==> config.mk <==
export PLATFORM = sky130hd
export DESIGN_NAME = cla_mp_sequencer
export DESIGN_NICKNAME = d
export VERILOG_FILES = /design/src/rtl/cla_mp_sequencer.sv
export SDC_FILE = /design/constraint.sdc
export NUM_CORES = 1
export LEC_CHECK = 0
export BUFFER_PORTS_ARGS = -buffer_cell sky130_fd_sc_hd__buf_2
export CAP_MARGIN = 10
export CORE_MARGIN = 4
export CORE_UTILIZATION = 51
export CTS_BUF_LIST = sky130_fd_sc_hd__clkbuf_2
export DETAILED_ROUTE_END_ITERATION = 10
export PLACE_DENSITY = 0.89
export SYNTH_ARGS = -nofsm -noshare
export SYNTH_HDL_FRONTEND = slang
export SYNTH_SLANG_ARGS = --single-unit --ignore-timing --ignore-initial --compat-mode --unroll-limit 50000
==> constraint.sdc <==
create_clock -name clk_i -period 4.1 [get_ports clk_i]
set_input_delay 0.41 -clock clk_i [delete_from_list [all_inputs] [get_ports clk_i]]
set_output_delay 0.41 -clock clk_i [all_outputs]
set_load 0.05 [all_outputs]
==> src/rtl/cla_mp_sequencer.sv <==
// Multi-precision add/subtract sequencer: one WIDTH-bit carry-lookahead slice
// is reused over WORDS cycles, least-significant slice first.

module cla_adder #(
  parameter int WIDTH = 32
) (
  input  logic [WIDTH-1:0] a,
  input  logic [WIDTH-1:0] b,
  input  logic             cin,
  output logic [WIDTH-1:0] sum,
  output logic             cout
);
  logic [WIDTH-1:0] g;
  logic [WIDTH-1:0] p;
  logic [WIDTH:0]   c;
  logic             prod;

  // Every carry is a flat sum of generate terms gated by the propagates above
  // them, so no carry depends on a lower computed carry.
  always_comb begin
    g    = a & b;
    p    = a ^ b;
    c    = '0;
    prod = 1'b0;
    c[0] = cin;
    for (int i = 0; i < WIDTH; i++) begin
      c[i+1] = cin;
      for (int j = 0; j <= i; j++) c[i+1] = c[i+1] & p[j];
      for (int j = 0; j <= i; j++) begin
        prod = g[j];
        for (int k = j + 1; k <= i; k++) prod = prod & p[k];
        c[i+1] = c[i+1] | prod;
      end
    end
    sum  = p ^ c[WIDTH-1:0];
    cout = c[WIDTH];
  end
endmodule

module cla_mp_sequencer #(
  parameter int WIDTH = 32,
  parameter int WORDS = 4
) (
  input  logic                   clk_i,
  input  logic                   rst_ni,
  input  logic                   start_i,
  input  logic                   sub_i,
  input  logic                   carry_i,
  input  logic [WORDS*WIDTH-1:0] opa_i,
  input  logic [WORDS*WIDTH-1:0] opb_i,
  output logic                   busy_o,
  output logic                   done_o,
  output logic [WORDS*WIDTH-1:0] result_o,
  output logic                   carry_o,
  output logic [1:0]             state_o
);
  localparam int N    = WORDS * WIDTH;
  localparam int IDXW = (WORDS > 1) ? $clog2(WORDS) : 1;

  typedef enum logic [1:0] {
    S_IDLE = 2'd0,
    S_RUN  = 2'd1,
    S_DONE = 2'd2
  } state_t;

  // Handshake: a start is taken only on an edge where start_i=1 and the block
  // is idle; done_o then pulses for exactly one cycle WORDS edges later.
  state_t            state_q, state_d;
  logic [N-1:0]      opa_q, opb_q, result_q;
  logic              sub_q, carry_q;
  logic [IDXW-1:0]   idx_q;
  logic [WIDTH-1:0]  slice_a, slice_b, slice_sum;
  logic              slice_cout;
  logic              accept, last;

  assign slice_a = opa_q[idx_q*WIDTH +: WIDTH];
  assign slice_b = opb_q[idx_q*WIDTH +: WIDTH] ^ {WIDTH{sub_q}};

  cla_adder #(.WIDTH(WIDTH)) u_add (
    .a    (slice_a),
    .b    (slice_b),
    .cin  (carry_q),
    .sum  (slice_sum),
    .cout (slice_cout)
  );

  assign accept = (state_q == S_IDLE) && start_i;
  assign last   = (idx_q == IDXW'(WORDS - 1));

  always_comb begin
    state_d = state_q;
    case (state_q)
      S_IDLE:  if (start_i) state_d = S_RUN;
      S_RUN:   if (last) state_d = S_DONE;
      S_DONE:  state_d = S_IDLE;
      default: state_d = S_IDLE;
    endcase
  end

  always_ff @(posedge clk_i or negedge rst_ni) begin
    if (!rst_ni) state_q <= S_IDLE;
    else         state_q <= state_d;
  end

  // Index is held on the last slice so it never produces an extra write.
  always_ff @(posedge clk_i or negedge rst_ni) begin
    if (!rst_ni) begin
      opa_q    <= '0;
      opb_q    <= '0;
      sub_q    <= 1'b0;
      carry_q  <= 1'b0;
      idx_q    <= '0;
      result_q <= '0;
    end else if (accept) begin
      opa_q    <= opa_i;
      opb_q    <= opb_i;
      sub_q    <= sub_i;
      carry_q  <= sub_i ? 1'b1 : carry_i;
      idx_q    <= '0;
      result_q <= '0;
    end else if (state_q == S_RUN) begin
      result_q[idx_q*WIDTH +: WIDTH] <= slice_sum;
      carry_q <= slice_cout;
      if (!last) idx_q <= idx_q + IDXW'(1);
    end
  end

  assign busy_o   = (state_q != S_IDLE);
  assign done_o   = (state_q == S_DONE);
  assign result_o = result_q;
  assign carry_o  = carry_q;
  assign state_o  = state_q;
endmodule
==> reports/qor.txt <==
==========================================================================================
Worst Setup End Kind                                                              register
Placeable core region                                                          0.03378 mm²
Count of yosys warnings during synthesis                                                 0
Count of mapped cells out of synthesis                                                1743
Fmax achieved                                                                    243.9 MHz
Most frequently used flop master after synthesis                              sky130_fd_sc_hd__dfrtp_1
Count of cell types in the netlist                                                      52
Total Die Area                                                                 0.03749 mm²
Filler cells                                                                          2112
Detail Placement HPWL                                                             40040 µm
Crit path DAT                                                                      4940 ps
Clock root cell                                                               sky130_fd_sc_hd__clkbuf_2
Top cell type by total area after synthesis                                   sky130_fd_sc_hd__dfrtp_1
Violated checks                                                               setup timing
Ratio of routed vias to standard cells                                               6.034
CP max stage cell                                                             sky130_fd_sc_hd__dfrtp_4
Starting DRC count in detailed routing                                                2005
Number of enable-type register cells in the synthesized netlist                          0
Max Clock Skew                                                                    110.4 ps
Highest routed layer                                                                  met5
# nets final                                                                          2773
FF+latch area                                                                 0.009768 mm²
Largest fanout on the critical path                                                      8
Most used cells in the layout excluding fill and tap cells                    sky130_fd_sc_hd__nand2_1 (816), sky130_fd_sc_hd__buf_2 (392), sky130_fd_sc_hd__dfrtp_1 (387)
Max-slew violations                                                                      0
GRT Residual Overflow                                                                    0
P_leak                                                                            12.95 nW
Synth Net Count                                                                       2042
Wire length of the first global-routing pass                                     110900 µm
Max-slew headroom at the worst pin                                                  35.27%
Biggest area contributors in the synthesized netlist                          sky130_fd_sc_hd__dfrtp_1 (56%), sky130_fd_sc_hd__nand2_1 (17%), sky130_fd_sc_hd__mux4_2 (8.2%)
Maximum level of the CTS H-tree                                                          3
Synth Cell Area                                                                0.01757 mm²
Number of buffers on the longest clock path                                              3
Routed wire length                                                                74080 µm
Worst skew pair latency                                                            1070 ps
Count of final hold-check violations                                                     0
Total Neg Setup Slack                                                          -0.03419 ps
Path category of the worst min-delay check                                     in -> async
Fin Hold WS                                                                       78.84 ps
Final std cells w/o fill                                                              3000
I/O Buffers                                                                            393
Period minus WS final                                                              4100 ps
Max rail drop VDD                                                              0.0007269 V
Synth Area per Inst                                                              10.08 µm²
Die extent in y                                                                   193.6 µm
Count of endpoints failing setup in the final report                                     1
Delay of the slowest cell on the worst path                                         540 ps
Area of the multi-input gates                                                 0.007612 mm²
Number of nets still failing antenna checks after routing                                0
Element type at the critical path start                                           register
Total power consumption of the routed design                                      25.68 mW
RD Place Congestion                                                                 0.9315
Max-capacitance violation count                                                          0
Largest net degree at the start of global routing                                      171
Number of sinks handled by clock tree synthesis                                        390
Drt first pass iters                                                                     7
Clock edge transition at the registers on the reported setup and hold paths         150 ps
Setup slack at placement                                                         -125.6 ps
Initial antenna violation count                                                         11
Yosys reg bits                                                                         390
Area growth from synthesis to layout                                                37.61%
DP Cell Count                                                                         2527
Cell chain of the critical path                                               buf_4 -> mux4_2 -> xor2_2 -> ha_1 -> ha_1 -> o211ai_1 -> a21boi_2 -> a31o_2 -> o2bb2ai_1 -> a221oi_4 -> buf_4 -> nor3_1 -> o21bai_1 -> buf_4 -> o21ai_0
Routed length per placed instance                                                 24.69 µm
Required time of the critical path                                                 4940 ps
Register-to-register path setup slack                                             -0.03 ps
Share of final-layout standard cells stronger than drive strength 1                 27.87%
Die extent in x                                                                   193.6 µm
Result of the run                                                             finished with violations
Number of rows in the core area                                                         67
Number of remaining DRC errors                                                           0
Most common cell after layout, fill and taps aside                            sky130_fd_sc_hd__nand2_1
Slew at the pin closest to its max-slew limit                                     969.9 ps
Met3 wire length                                                                   8246 µm
Proportion of synthesized chip area in sequential cells                             55.54%
Post-route worst setup slack                                                   -0.03419 ps
Top cell type's share of synthesized area                                           55.54%
CTS Buf Count                                                                           95
Most frequent cell on the critical path                                       sky130_fd_sc_hd__buf_4
Ports                                                                                  394
GRT Overall Usage                                                                   38.82%
Share of the clock period used by the worst path after layout                       100.0%
Via count of the first global-routing pass                                           18710
CTS tree                                                                             built
Async set-reset flop share out of synthesis                                         100.0%
Power per unit of standard cell area                                           1062 mW/mm²
DRT met1 WL                                                                       24140 µm
Via count                                                                            18100
Critical path class                                                             reg -> reg
Detailed route wirelength on metal2                                               34970 µm
Starting utilization of the core area                                               52.02%
==========================================================================================
-- per-stage QoR --
| step | area, µm² | utilization, % |
|---|---|---|
| floorplan | 17580 | - |
| global placement | 20190 | 59.75 |
| detailed placement | 20190 | 59.75 |
| CTS | 23830 | 70.55 |
| global route | 24180 | 71.57 |
| finish | 24180 | 71.58 |
-- sequential cells by signal, summed over array words and instances (netlist names) --
signal    flops
sub_q         1
opa_q       128
result_o    128
opb_q       128
carry_o       1
state_o       2
idx_q         2
-- routing by layer --
layer / vias up / track usage, %
met3: 558 / 12.86
met5: - / 0.2554
met1: 8509 / 44.37
met2: 1679 / 62.16
li1: 7352 / -
met4: 4 / 26.57
-- path summary, 6_finish.rpt --
kind                                       start                   endpoint  cells after the start
setup / recovery            idx_q[0]$_DFFE_PN0P_  result_o[122]$_DFFE_PN0P_                     15
hold / removal                            rst_ni      opa_q[57]$_DFFE_PN0P_                      2
setup reg to reg            idx_q[0]$_DFFE_PN0P_  result_o[122]$_DFFE_PN0P_                     15
hold reg to reg            opa_q[94]$_DFFE_PN0P_      opa_q[94]$_DFFE_PN0P_                      2
max in group asynchronous                 rst_ni      opa_q[87]$_DFFE_PN0P_                      3
min in group clk_i                     opb_i[46]      opb_q[46]$_DFFE_PN0P_                      4
-- worst max-delay path: cells and delay by family, from the launching register on --
kind,cells,cell delay [ps]
flops,1,540
fa+ha+maj,2,500
buf+inv,3,520
simple gates,1,40
compound gates,7,1630
xor+xnor,1,170
mux,1,510
-- final cells by class --
type	instances	area share, %
antenna	12	0.1242
clock buffer	133	2.752
clock inverter	30	0.6053
timing repair buffer	733	22.14
multi-input combinational	1242	31.48
sequential	390	40.39
tap	448	2.318
inverter	12	0.1863
-- what timing repair did --
action | 4_1_cts | 5_1_grt
pin swaps | 0 | 18
endpoints found under the hold margin | 374 | 0
setup endpoints to repair | 36 | 69
hold buffers | 277 | 0
gates resized for setup | 3 | 34
setup buffers | 6 | 14
cloned | 0 | 1
-- cells by family after synthesis --
family	Yosys count	share of synthesized area, %
DFF	390	55.54
adders and majority gates	38	2.748
xor gates and xnor gates	52	2.592
and+or+nand+nor	883	19.44
muxes	64	8.202
buffers and inverters	111	2.378
AOI/OAI and AO/OA	205	9.099
-- Yosys cell counts (all sizes together), types with 2 or more instances --
library cell / count
nand2: 817
xor2: 40
o21a: 6
a21o: 10
a21oi: 18
buf: 19
a31o: 2
inv: 12
a31oi: 3
and2: 4
o31ai: 9
a21boi: 2
nand3: 7
or3: 5
xnor2: 12
dfrtp: 390
a221oi: 3
o211ai: 4
o21ai: 35
nor2b: 4
a211oi: 5
ha: 37
nand2b: 3
o21bai: 3
nor2: 21
a22o: 96
clkbuf: 80
mux4: 64
nor3: 10
and3: 6
-- power by group --
group / internal, mW / total (mW) / leakage (nW) / switching, mW
logic: 5.85 / 16.4 / 7.30 / 10.5
registers: 5.44 / 6.70 / 5.01 / 1.26
clock network: 0.933 / 2.61 / 0.634 / 1.68
total: 12.2 / 25.7 / 12.9 / 13.5
Note: power is estimated with default switching activity, not from simulation.
